$ cat config.mk
export PLATFORM = sky130hd
export DESIGN_NAME = lsu_mem_master
export DESIGN_NICKNAME = d
export VERILOG_FILES = /design/src/rtl/lsu_pkg.sv /design/src/rtl/lsu_lane_unit.sv /design/src/rtl/lsu_mem_master.sv
export SDC_FILE = /design/constraint.sdc
export NUM_CORES = 1
export LEC_CHECK = 0
export CAP_MARGIN = 10
export CORE_MARGIN = 4
export CORE_UTILIZATION = 40
export DETAILED_ROUTE_END_ITERATION = 16
export GPL_ROUTABILITY_DRIVEN = 0
export PLACE_DENSITY = 0.82
export SYNTH_ARGS = -nofsm -noshare
export SYNTH_HDL_FRONTEND = slang
export SYNTH_HIERARCHICAL = 1
export SYNTH_SLANG_ARGS = --single-unit
$ cat constraint.sdc
create_clock -name clk -period 1.8 [get_ports clk]
set_input_delay 0.18 -clock clk [delete_from_list [all_inputs] [get_ports clk]]
set_output_delay 0.18 -clock clk [all_outputs]
set_load 0.02 [all_outputs]
$ cat src/rtl/lsu_pkg.sv
// rtl/lsu_pkg.sv - shared types, latency constants and alignment helper for the LSU memory master
package lsu_pkg;

    typedef enum logic [1:0] {SZ_B = 2'd0, SZ_H = 2'd1, SZ_W = 2'd2, SZ_RSV = 2'd3} size_e;
    typedef enum logic [1:0] {IDLE = 2'd0, RD = 2'd1, WR = 2'd2, RESP = 2'd3} lsu_state_e;

    // Cycles from request accept to resp_valid.
    localparam int LAT_LOAD      = 2;
    localparam int LAT_STORE_W   = 2;
    localparam int LAT_STORE_SUB = 3;
    localparam int LAT_ERR       = 1;

    function automatic logic is_misaligned(input logic [1:0] size, input logic [1:0] addr_lo);
        return ((size == SZ_H) && addr_lo[0]) || ((size == SZ_W) && (addr_lo != 2'b00));
    endfunction

endpackage

$ cat src/rtl/lsu_lane_unit.sv
// rtl/lsu_lane_unit.sv - combinational load extract/extend and sub-word store merge
module lsu_lane_unit
    import lsu_pkg::*;
(
    input  logic [31:0] rdata,
    input  logic [31:0] old_word,
    input  size_e       size,
    input  logic        sign_ext,
    input  logic [31:0] wdata,
    output logic [31:0] load_data,
    output logic [31:0] store_data
);

    always_comb begin
        load_data  = rdata;
        store_data = wdata;
        case (size)
            SZ_B: begin
                load_data  = {{24{sign_ext & rdata[7]}}, rdata[7:0]};
                store_data = {old_word[31:8], wdata[7:0]};
            end
            SZ_H: begin
                load_data  = {{16{sign_ext & rdata[15]}}, rdata[15:0]};
                store_data = {old_word[31:16], wdata[15:0]};
            end
            default: begin
                load_data  = rdata;
                store_data = wdata;
            end
        endcase
    end

endmodule

$ cat src/rtl/lsu_mem_master.sv
// rtl/lsu_mem_master.sv - single-outstanding load/store initiator with read-modify-write sub-word stores
// Optional misalignment trap: define MISALIGN_TRAP_EN.
module lsu_mem_master
    import lsu_pkg::*;
#(
    parameter int DATA_WIDTH = 32,
    parameter int ADDR_WIDTH = 32
) (
    input  logic                  clk,
    input  logic                  rst_n,
    input  logic                  req_valid,
    output logic                  req_ready,
    input  logic                  req_we,
    input  logic [1:0]            req_size,
    input  logic                  req_signed,
    input  logic [ADDR_WIDTH-1:0] req_addr,
    input  logic [DATA_WIDTH-1:0] req_wdata,
    output logic                  resp_valid,
    input  logic                  resp_ready,
    output logic [DATA_WIDTH-1:0] resp_rdata,
    output logic                  resp_err,
    output logic                  mem_we,
    output logic [ADDR_WIDTH-1:0] mem_addr,
    output logic [DATA_WIDTH-1:0] mem_wdata,
    input  logic [DATA_WIDTH-1:0] mem_rdata
);

    localparam logic [1:0] ST_IDLE = IDLE;
    localparam logic [1:0] ST_RD   = RD;
    localparam logic [1:0] ST_WR   = WR;
    localparam logic [1:0] ST_RESP = RESP;

    logic [1:0]            state;
    logic                  live_q;
    logic                  we_q;
    size_e                 size_q;
    logic                  signed_q;
    logic [ADDR_WIDTH-1:0] addr_q;
    logic [DATA_WIDTH-1:0] wdata_q;
    logic [DATA_WIDTH-1:0] mem_wdata_q;
    logic [DATA_WIDTH-1:0] rdata_q;
    logic                  err_q;
    logic                  reject;
    logic [31:0]           load_data;
    logic [31:0]           store_data;

    always_comb begin
        reject = (req_size == SZ_RSV);
`ifdef MISALIGN_TRAP_EN
        reject = reject || is_misaligned(req_size, req_addr[1:0]);
`endif
    end

    lsu_lane_unit u_lane (
        .rdata     (mem_rdata),
        .old_word  (mem_rdata),
        .size      (size_q),
        .sign_ext  (signed_q),
        .wdata     (wdata_q),
        .load_data (load_data),
        .store_data(store_data)
    );

    // live_q keeps req_ready low while reset is held and for the first edge after release.
    always_ff @(posedge clk or negedge rst_n) begin
        if (!rst_n) begin
            state       <= ST_IDLE;
            live_q      <= 1'b0;
            we_q        <= 1'b0;
            size_q      <= SZ_B;
            signed_q    <= 1'b0;
            addr_q      <= '0;
            wdata_q     <= '0;
            mem_wdata_q <= '0;
            rdata_q     <= '0;
            err_q       <= 1'b0;
        end else begin
            live_q <= 1'b1;
            case (state)
                ST_IDLE: begin
                    if (req_valid && req_ready) begin
                        we_q     <= req_we;
                        size_q   <= size_e'(req_size);
                        signed_q <= req_signed;
                        addr_q   <= req_addr;
                        wdata_q  <= req_wdata;
                        rdata_q  <= '0;
                        err_q    <= 1'b0;
                        if (reject) begin
                            err_q <= 1'b1;
                            state <= ST_RESP;
                        end else if (req_we && (req_size == SZ_W)) begin
                            mem_wdata_q <= req_wdata;
                            state       <= ST_WR;
                        end else begin
                            state <= ST_RD;
                        end
                    end
                end
                ST_RD: begin
                    if (we_q) begin
                        mem_wdata_q <= store_data;
                        state       <= ST_WR;
                    end else begin
                        rdata_q <= load_data;
                        state   <= ST_RESP;
                    end
                end
                ST_WR: state <= ST_RESP;
                default: begin
                    if (resp_ready) state <= ST_IDLE;
                end
            endcase
        end
    end

    assign req_ready  = live_q && (state == ST_IDLE);
    assign resp_valid = (state == ST_RESP);
    assign resp_rdata = rdata_q;
    assign resp_err   = err_q;
    assign mem_we     = (state == ST_WR);
    assign mem_addr   = addr_q;
    assign mem_wdata  = mem_wdata_q;

endmodule

==> Flow_metrics.wiki, run 1 <==
{| class="wikitable"
! Metric !! Value
|-
| Result of the run || finished, violations left
|-
| Violations in the final reports || setup timing
|-
| Routed Antenna Nets || 0
|-
| Cell Area, Placed || 8800 um^2
|-
| Normalized max-slew margin || 53.4%
|-
| Most used cells in the layout excluding fill and tap cells || clkdlybuf4s50_1, mux2_2, dfrtp_1
|-
| Layout Cells excl Fill || 946
|-
| Clock tree from TritonCTS || yes
|-
| Number of placed I/O pins || slightly above 200
|-
| Worst Hold Class || in -> reg
|-
| Deepest clock path buffer count || 2
|-
| Cts bufs inserted || 17
|-
| Wire length after detailed routing || 16600 um
|-
| Number of core rows || 46
|-
| Worst vdd ir || 940 uV
|-
| Wire length of the first global-routing pass || 26500 um
|-
| Setup Total Neg Slack || -1100 ps
|-
| Starting density of the core || 40.8%
|-
| Share of layout cells above drive strength 1 || about a third
|-
| Instance count after placement with tap cells included || 904
|-
| R2r startpoint || state[0]$_DFFE_PN0P_
|-
| Mean instance size in the synthesized netlist || ~13 um^2
|-
| Largest cells by area after synthesis || dfrtp_1, mux2_2, mux2i_1
|-
| Clock Skews || 4.44 ps
|-
| First drt pass iteration count || 4
|-
| Slowest cell on the critical path || dfrtp_2
|-
| Cell-by-cell trace of the critical path || ha_4 > mux2i_2 > a211oi_4 > buf_6 > clkbuf_16 > mux2_2
|-
| Overall fraction of global-route tracks in use || a little under a fifth
|-
| Final core utilization || 60.1%
|-
| Worst setup slack for register-to-register paths || -50 ps
|-
| CP Buf/Inv Count || 2
|-
| Category of the worst setup path launch point || flip-flop
|-
| Vias || 4558
|-
| Insertion delay to the later sink of the worst-skew pair || 410 ps
|-
| Standard cell core area || 15900 um^2
|-
| Worst Hold End || resp_rdata[4]$_DFFE_PN0P_
|-
| Post-layout min period || 1850 ps
|-
| Final setup violation count || 32
|-
| Arrival time at the worst endpoint || 2150 ps
|-
| Slew @ Worst Pin || 686 ps
|-
| Top cell type's share of synthesized area || 52.3%
|-
| Type of the worst setup path || reg -> reg
|-
| Crit-path max FO || 8
|-
| Sequential element share of the synthesized area || 52.3%
|-
| Flip-flop and latch count after synthesis || ~140
|-
| Residual DRC count || 0
|-
| Reg2reg path depth || 6
|-
| Die Outline Area || 18400 um^2
|-
| Clock Tree Root || clkbuf_16
|-
| Number of instances in the synthesized netlist || 508
|-
| Required time reported for the critical path endpoint || roughly 2100 ps
|-
| Antenna Diode Count || 0
|-
| Total standard cell area after synthesis || 6510 um^2
|-
| Via count normalized by instance count || 4.82
|-
| Areal power density over the cells || 1900 nW/um^2
|-
| Worst Hold Margin || 320 ps
|-
| Initial antenna violation count || 1
|-
| Drt wl/cell || about 18 um
|-
| Clock transition at the registers of the reported paths || roughly 60 ps
|-
| Detailed Route Iter0 Violations || roughly 160
|-
| Count of pins over their slew limit || 0
|-
| Max-cap viol count || 0
|-
| Area used by sequential logic in the layout || 3400 um^2
|-
| Count of buffers inserted at the top-level ports || between 200 and 250
|-
| Pre-CTS setup slack || -139 ps
|-
| Detailed-placement wirelength estimate || between 10000 and 15000 um
|-
| Die width || 136 um
|-
| Final clock period utilization by the worst path || 103%
|-
| Overall power consumption || 18.2 mW
|-
| Footprint of the multi-input gates || 2700 um^2
|-
| Hold Path Depth || 3
|-
| Number of nets in the final layout || around 830
|-
| CP endpoint kind || flip-flop
|-
| Number of distinct library cells after synthesis || 30
|-
| Most common cell after layout, fill and taps aside || clkdlybuf4s50_1
|-
| Largest area contributor in the netlist || dfrtp_1
|-
| Post-route worst setup slack || -47.6 ps
|-
| Syn_nets || 617
|-
| Final hold vios || 0
|-
| Delay of the slowest cell on the worst path || between 400 and 500 ps
|-
| Count of fill cells added during filler insertion || roughly 1.3k
|-
| Min-Delay Startpoint || mem_rdata[4]
|-
| Largest net degree at the start of global routing || 73
|-
| Remaining global-route overflow || 0
|-
| Post-synthesis to final-layout area growth || 47.0%
|-
| Design area || 9570 um^2
|-
| Timing-limited maximum frequency || 0.541 GHz
|-
| Capture point of the worst reg-to-reg path || mem_wdata[31]$_DFFE_PN0P_
|-
| Count of warnings emitted by yosys || 6
|-
| Clock net sink count || 136
|-
| Unrepaired setup endpoints after global routing || true
|-
| Cell family with the largest share of critical-path delay || multiplexers
|-
| Leakage || 4.14 nW
|-
| H-tree depth reported by CTS || 4
|-
| Die Span Y || 136 um
|-
| Number of global-route vias before repair || around 5k
|}
## kinds of logic (layout without fill, tap and decap cells)
family,Yosys count,after routing,synth area share (%)
buffers and inverters,82,304,7.05
muxes,190,190,32.2
other,1,1,0.0576
AOI/OAI and AO/OA,34,34,3.61
DFF,136,136,52.3
adders and majority gates,5,5,0.961
and+or+nand+nor,60,60,3.86
## power breakdown
group | internal, mW | switching [mW] | leakage (nW)
Combinational | 5.14 | 4.19 | 2.18
Clock | 2.25 | 1.34 | 0.292
Sequential | 4.49 | 0.788 | 1.67
Total | 11.9 | 6.31 | 4.14
## cells in the mapped netlist
library cell and count:
a211o_1 1, a211oi_4 1, a21boi_4 1, a21o_1 8, a221oi_1 1, a31oi_1 1, and2_1 1, buf_2 12
buf_4 16, buf_6 10, clkbuf_1 8, clkbuf_2 1, conb_1 1, dfrtp_1 136, ha_1 5, inv_1 35
mux2_2 156, mux2i_1 34, nand2_1 50, nand2b_1 1, nand3_1 1, nand3b_1 1, nor2_1 1, nor2_2 1
nor4_1 1, nor4bb_1 1, o21ai_0 19, o41ai_1 2, or2_0 1, or2_2 1
## what timing repair did
| action | in CTS | in global routing |
|---|---|---|
| resized for setup | 12 | 9 |
| setup buffers | 2 | 4 |
| hold endpoints to repair | 136 | 0 |
| gates cloned | 2 | 1 |
| setup endpoints to repair | 69 | 65 |
| pin swaps | 1 | 3 |
| hold buffers | 1 | 0 |
## final cells by class
cell class                      count  share of cell area (%)
Clock buffer                       20                    4.77
Clock inverter                     12                    1.57
Inverter                           35                    1.37
Multi-Input combinational cell    290                    28.2
Sequential cell                   136                    35.6
Tap cell                          216                    2.82
Timing Repair Buffer              237                    25.7
## worst max-delay path by stage
stage / from / to / slack, ps / depth (start not counted)
6_report: state[0]$_DFFE_PN0P_ / mem_wdata[31]$_DFFE_PN0P_ / -50 / 6
5_1_grt: state[0]$_DFFE_PN0P_ / mem_wdata[20]$_DFFE_PN0P_ / -110 / 7
4_1_cts: state[1]$_DFFE_PN0P_ / mem_wdata[7]$_DFFE_PN0P_ / -110 / 7
3_5_place_dp: mem_rdata[15] / resp_rdata[28]$_DFFE_PN0P_ / -140 / 5
3_3_place_gp: req_size[0] / mem_wdata[8]$_DFFE_PN0P_ / -90 / 5
2_1_floorplan: state[0]$_DFFE_PN0P_ / mem_wdata[10]$_DFFE_PN0P_ / -40 / 7
## layer usage
layer  routed length [um]  global-route usage (%)  part of all wire (%)
met1                 6790                    22.3                    41
met2                 8230                    30.8                    50
met3                 1330                    7.43                   8.0
met4                  210                    5.10                   1.3
met5                    7                       0                 0.042
## state kept, by name (all words and copies together) (netlist names)
name / flops
state: 2
signed_q: 1
mem_addr: 32
size_q: 2
resp_rdata: 32
we_q: 1
live_q: 1
resp_err: 1
wdata_q: 32
mem_wdata: 32
## tightest hold or removal path, delay by kind of cell
kind | cells | cell delay, ps
muxes | 1 | 60
and+or+nand+nor | 1 | 60
buffers and inverters | 1 | 390
No activity file was read; power rests on OpenSTA's default activity.
==> run 2: changes to the inputs <==
- PLACE_DENSITY: 0.82 -> 0.77
- SKIP_LAST_GASP: unset -> 1
==> Flow_metrics.wiki, run 2 (synthesis results as in run 1) <==
{| class="wikitable"
! Metric !! Value
|-
| Result of the run || finished, violations left
|-
| Violations in the final reports || setup timing
|-
| Post-route worst setup slack || -74.1 ps
|-
| Category of the worst setup path launch point || flip-flop
|-
| Starting density of the core || 40.8%
|-
| Max-cap viol count || 0
|-
| Detailed Route Iter0 Violations || 141
|-
| Crit-path max FO || 10
|-
| Type of the worst setup path || reg -> reg
|-
| Die Span Y || 136 um
|-
| Switching fraction of total power || between 30% and 40%
|-
| Comb pwr share || 51.2%
|-
| Initial antenna violation count || 1
|-
| Deepest clock path buffer count || 2
|-
| H-tree depth reported by CTS || 4
|-
| Reg2reg path depth || 7
|-
| Clock net sink count || roughly 140
|-
| Insertion delay to the later sink of the worst-skew pair || 420 ps
|-
| Overall fraction of global-route tracks in use || between 10% and 20%
|-
| Unrepaired setup endpoints after global routing || true
|-
| Overall power consumption || 18.1 mW
|-
| Number of core rows || 46
|-
| Slew @ Worst Pin || 627 ps
|-
| Cell-by-cell trace of the critical path || buf_6 > ha_4 > mux2i_2 > a211oi_4 > buf_4 > buf_12 > mux2_2
|-
| Final clock period utilization by the worst path || 104%
|-
| Count of pins over their slew limit || 0
|-
| Internal power || 11.9 mW
|-
| Wire length of the first global-routing pass || about 26000 um
|-
| Setup Total Neg Slack || -1890 ps
|-
| Largest net degree at the start of global routing || 56
|-
| Worst Hold Class || in -> async
|-
| Layout Cells excl Fill || about 950
|-
| Routed Antenna Nets || 0
|-
| Via count normalized by instance count || 4.71
|-
| Number of nets in the final layout || between 800 and 900
|-
| Delay of the slowest cell on the worst path || 410 ps
|-
| Wire length after detailed routing || roughly 16000 um
|-
| Clock network fraction of total power || 19.7%
|-
| Clock tree from TritonCTS || yes
|-
| Worst vdd ir || 1060 uV
|-
| Slowest cell on the critical path || dfrtp_1
|-
| Drt wl/cell || 17.0 um
|-
| Arrival time at the worst endpoint || 2170 ps
|-
| Standard cell core area || 15900 um^2
|-
| Clock Tree Root || clkbuf_16
|-
| CP endpoint kind || flip-flop
|-
| Register share of total power || 29.1%
|-
| R2r startpoint || state[0]$_DFFE_PN0P_
|-
| Share of layout cells above drive strength 1 || 32.1%
|-
| Worst Hold Margin || 301 ps
|-
| Clock transition at the registers of the reported paths || approximately 60 ps
|-
| Cts bufs inserted || 17
|-
| Power spent charging and discharging nets || 6.15 mW
|-
| Instance count after placement with tap cells included || 909
|-
| Most common cell after layout, fill and taps aside || clkdlybuf4s50_1
|-
| Timing-limited maximum frequency || 0.534 GHz
|-
| Die Outline Area || 18400 um^2
|-
| Detailed-placement wirelength estimate || 12000 um
|-
| Leakage || 4.15 nW
|-
| Crit path launch || state[0]$_DFFE_PN0P_
|-
| Number of global-route vias before repair || 5014
|-
| Capture point of the worst reg-to-reg path || mem_wdata[15]$_DFFE_PN0P_
|-
| First drt pass iteration count || 4
|-
| Post-layout min period || 1870 ps
|-
| Normalized max-slew margin || 57.4%
|-
| Clock Skews || 8.08 ps
|-
| Count of buffers inserted at the top-level ports || 203
|-
| Die width || 136 um
|-
| Areal power density over the cells || around 1900 nW/um^2
|-
| Vias || 4463
|-
| Number of placed I/O pins || 204
|-
| Residual DRC count || 0
|-
| Worst setup slack for register-to-register paths || -70 ps
|-
| Remaining global-route overflow || 0
|-
| Final setup violation count || 32
|-
| Most used cells in the layout excluding fill and tap cells || clkdlybuf4s50_1, mux2_2, dfrtp_1
|-
| Antenna Diode Count || 0
|-
| Post-synthesis to final-layout area growth || 46.9%
|-
| Final hold vios || 0
|-
| Required time reported for the critical path endpoint || approximately 2100 ps
|}
[run 2: cell count changes in the layout (fill, tap and decap cells not counted), sizes merged]
cell           change
clkbuf             +4
clkdlybuf4s15      -1
buf                +2
clkinv             -2
dlygate4sd2        +1
clkinvlp           -2
[run 2: worst max path at each step]
stage	cells past startpoint	slack, ps	to
final	7	-70	mem_wdata[15]$_DFFE_PN0P_
after global routing	7	-120	mem_wdata[21]$_DFFE_PN0P_
after CTS	5	-120	req_ready
after floorplan	7	-40	mem_wdata[10]$_DFFE_PN0P_
after detailed placement	5	-130	mem_wdata[22]$_DFFE_PN0P_
after global placement	5	-100	mem_wdata[22]$_DFFE_PN0P_
[run 2: critical path, delay by kind of cell, from the launching register on]
| kind | cells | cell delay (ps) |
|---|---|---|
| compound gates | 1 | 230 |
| fa+ha+maj | 1 | 170 |
| buf+inv | 3 | 430 |
| flops | 1 | 410 |
| mux | 2 | 490 |
[run 2: final cells by class]
| type | count | area, um^2 |
|---|---|---|
| Tap cell | 216 | 270 |
| Sequential cell | 136 | 3400 |
| Clock inverter | 8 | 118 |
| Fill cell | 1288 | 6380 |
| Inverter | 35 | 131 |
| Clock buffer | 24 | 492 |
| Multi-Input combinational cell | 290 | 2710 |
| Timing Repair Buffer | 239 | 2440 |
[run 2: timing repair]
action / CTS / global route
endpoints found under the hold margin: 50 / 0
setup endpoints to repair: 36 / 66
hold buffers: 1 / 0
buffers inserted: 4 / 0
resized for setup: 12 / 10
gates cloned: 2 / 0
pin swaps: 1 / 0
[run 2: power by group through the flow]
stage	Sequential, mW	Combinational [mW]	Clock, mW
after floorplan	6.35	4.52	0
after global placement	5.22	8.65	0
after detailed placement	5.31	8.89	0
after CTS	5.28	9.29	3.65
after global routing	5.43	9.88	3.79
final	5.26	9.24	3.56
[run 2: stage by stage]
step	setup slack (ps)	cell area (um^2)	utilization (%)
2_1_floorplan	-43.2	6530	-
3_3_place_gp	-104	8810	55.3
3_5_place_dp	-130	8810	55.3
4_1_cts	-118	9550	59.9
5_1_grt	-121	9560	60.0
6_report	-74.1	9560	60.0
[run 2: layer usage]
metal | vias to the layer above | GRT usage [%] | routed length [um]
met5 | - | 0 | 13
met4 | 2 | 6.89 | 347
met3 | 27 | 6.46 | 1200
met2 | 140 | 30.3 | 7950
met1 | 2159 | 21.9 | 6580
li1 | 2135 | - | -
==> run 3: changes to the inputs <==
- CAP_MARGIN: 10 -> 25
- MAX_ROUTING_LAYER: unset -> met4
- SLEW_MARGIN: unset -> 20
==> Flow_metrics.wiki, run 3 (synthesis results as in run 1) <==
{| class="wikitable"
! Metric !! Value
|-
| Result of the run || finished, violations left
|-
| Violations in the final reports || setup timing
|-
| Post-synthesis to final-layout area growth || 46.9%
|-
| Final core utilization || roughly 60%
|-
| Cell-by-cell trace of the critical path || buf_6 > ha_4 > mux2i_2 > a211oi_4 > buf_4 > buf_12 > mux2_2
|-
| Worst vdd ir || 1060 uV
|-
| Normalized max-slew margin || 57.8%
|-
| Cts bufs inserted || 17
|-
| Final setup violation count || 32
|-
| Most used cells in the layout excluding fill and tap cells || clkdlybuf4s50_1, mux2_2, dfrtp_1
|-
| Via count normalized by instance count || roughly 4.7
|-
| Final hold vios || 0
|-
| Initial antenna violation count || 1
|-
| Routed Antenna Nets || 0
|-
| Insertion delay to the later sink of the worst-skew pair || a little over 400 ps
|-
| Overall power consumption || 18.1 mW
|-
| Final clock period utilization by the worst path || 104%
|-
| Category of the worst setup path launch point || flip-flop
|-
| Design area || 9570 um^2
|-
| Slowest cell on the critical path || dfrtp_1
|-
| Number of global-route vias before repair || 5039
|-
| Timing-limited maximum frequency || 0.534 GHz
|-
| Overall fraction of global-route tracks in use || 18.7%
|-
| Instance count after placement with tap cells included || 909
|-
| Die width || 136 um
|-
| Residual DRC count || 0
|-
| CP Buf/Inv Count || 3
|-
| Number of placed I/O pins || 204
|-
| Die Outline Area || 18400 um^2
|-
| Areal power density over the cells || 1890 nW/um^2
|-
| Die Span Y || 136 um
|-
| Share of layout cells above drive strength 1 || 32.1%
|-
| Count of pins over their slew limit || 0
|-
| Clock transition at the registers of the reported paths || 60 ps
|-
| Largest net degree at the start of global routing || 56
|-
| Remaining global-route overflow || 0
|-
| Pre-CTS setup slack || -130 ps
|-
| First drt pass iteration count || 4
|-
| Cell Area, Placed || 8810 um^2
|-
| Required time reported for the critical path endpoint || 2090 ps
|-
| Most common cell after layout, fill and taps aside || clkdlybuf4s50_1
|-
| Standard cell core area || 15900 um^2
|-
| Delay of the slowest cell on the worst path || 410 ps
|-
| Post-route worst setup slack || -74.0 ps
|-
| Clock net sink count || 136
|-
| Starting density of the core || about two fifths
|-
| Arrival time at the worst endpoint || 2170 ps
|-
| Deepest clock path buffer count || 2
|-
| Clock Tree Root || clkbuf_16
|-
| Leakage || 4.15 nW
|-
| Worst Hold Class || in -> async
|-
| Drt wl/cell || approximately 17 um
|-
| Type of the worst setup path || reg -> reg
|-
| Layout Cells excl Fill || roughly 950
|-
| Unrepaired setup endpoints after global routing || true
|-
| Cell family with the largest share of critical-path delay || multiplexers
|-
| Slew @ Worst Pin || 621 ps
|-
| H-tree depth reported by CTS || 4
|-
| Clock tree from TritonCTS || yes
|-
| Max-cap viol count || 0
|-
| Count of buffers inserted at the top-level ports || 203
|-
| CP endpoint kind || flip-flop
|-
| Number of core rows || 46
|-
| Number of nets in the final layout || 828
|-
| Wire length after detailed routing || 16100 um
|-
| Post-layout min period || between 1500 and 2000 ps
|-
| Crit-path max FO || 10
|-
| Clock Skews || 5.34 ps
|-
| Detailed-placement wirelength estimate || ~12000 um
|-
| Wire length of the first global-routing pass || 26000 um
|-
| Vias || 4469
|-
| Detailed Route Iter0 Violations || 152
|}
run 3: cell types whose count changed in the layout (fill, tap and decap cells not counted):
cell,change
diode_2,+1
run 3: worst reg2reg max path, delay by kind of cell, from the launching register on:
family                   cells  cell delay (ps)
multiplexers                 2              510
buffers and inverters        3              440
adder cells (fa/ha/maj)      1              170
AO/OA/AOI/OAI                1              230
flip-flops                   1              410
run 3: metrics by stage:
stage	TNS [ps]	hold slack, ps
finish	-1880	304
floorplan	-1300	-116
detailed placement	-4020	193
global route	-4660	322
global placement	-2830	182
CTS	-1340	317
run 3: worst paths after layout:
check,start,to,slack [ps],cells after the start
hold / removal,rst_n,mem_wdata[23]$_DFFE_PN0P_,300,2
setup / recovery,state[0]$_DFFE_PN0P_,mem_wdata[6]$_DFFE_PN0P_,-70,7
setup reg to reg,state[0]$_DFFE_PN0P_,mem_wdata[6]$_DFFE_PN0P_,-70,7
min in group clk,mem_rdata[5],resp_rdata[5]$_DFFE_PN0P_,330,3
hold reg to reg,resp_err$_DFFE_PN0P_,resp_err$_DFFE_PN0P_,500,2
max in group asynchronous,rst_n,resp_rdata[9]$_DFFE_PN0P_,870,3
run 3: layout make-up:
class | instances | area, um^2
Inverter | 35 | 131
Antenna cell | 1 | 2.50
Clock buffer | 24 | 492
Sequential cell | 136 | 3400
Fill cell | 1287 | 6380
Tap cell | 216 | 270
Timing Repair Buffer | 239 | 2440
Multi-Input combinational cell | 290 | 2710
Clock inverter | 8 | 118
run 3: metal layers:
layer / track usage, % / vias up / wire length, um
li1: - / 2137 / -
met1: 22.6 / 2174 / 6960
met2: 30.2 / 136 / 7940
met3: 5.16 / 22 / 889
met4: 6.89 / 0 / 326
met5: - / - / 0
run 3: where the power goes:
group	internal, mW	switching (mW)	leakage [nW]
combinational	5.11	4.15	2.18
clock	2.32	1.24	0.300
sequential	4.49	0.773	1.67
run 3: timing repair:
item	4_1_cts	5_1_grt
cloned	2	0
pin swaps	1	0
setup buffers	4	0
hold endpoints to repair	50	0
hold buffers	1	0
setup endpoints to repair	36	66
gates resized for setup	12	10
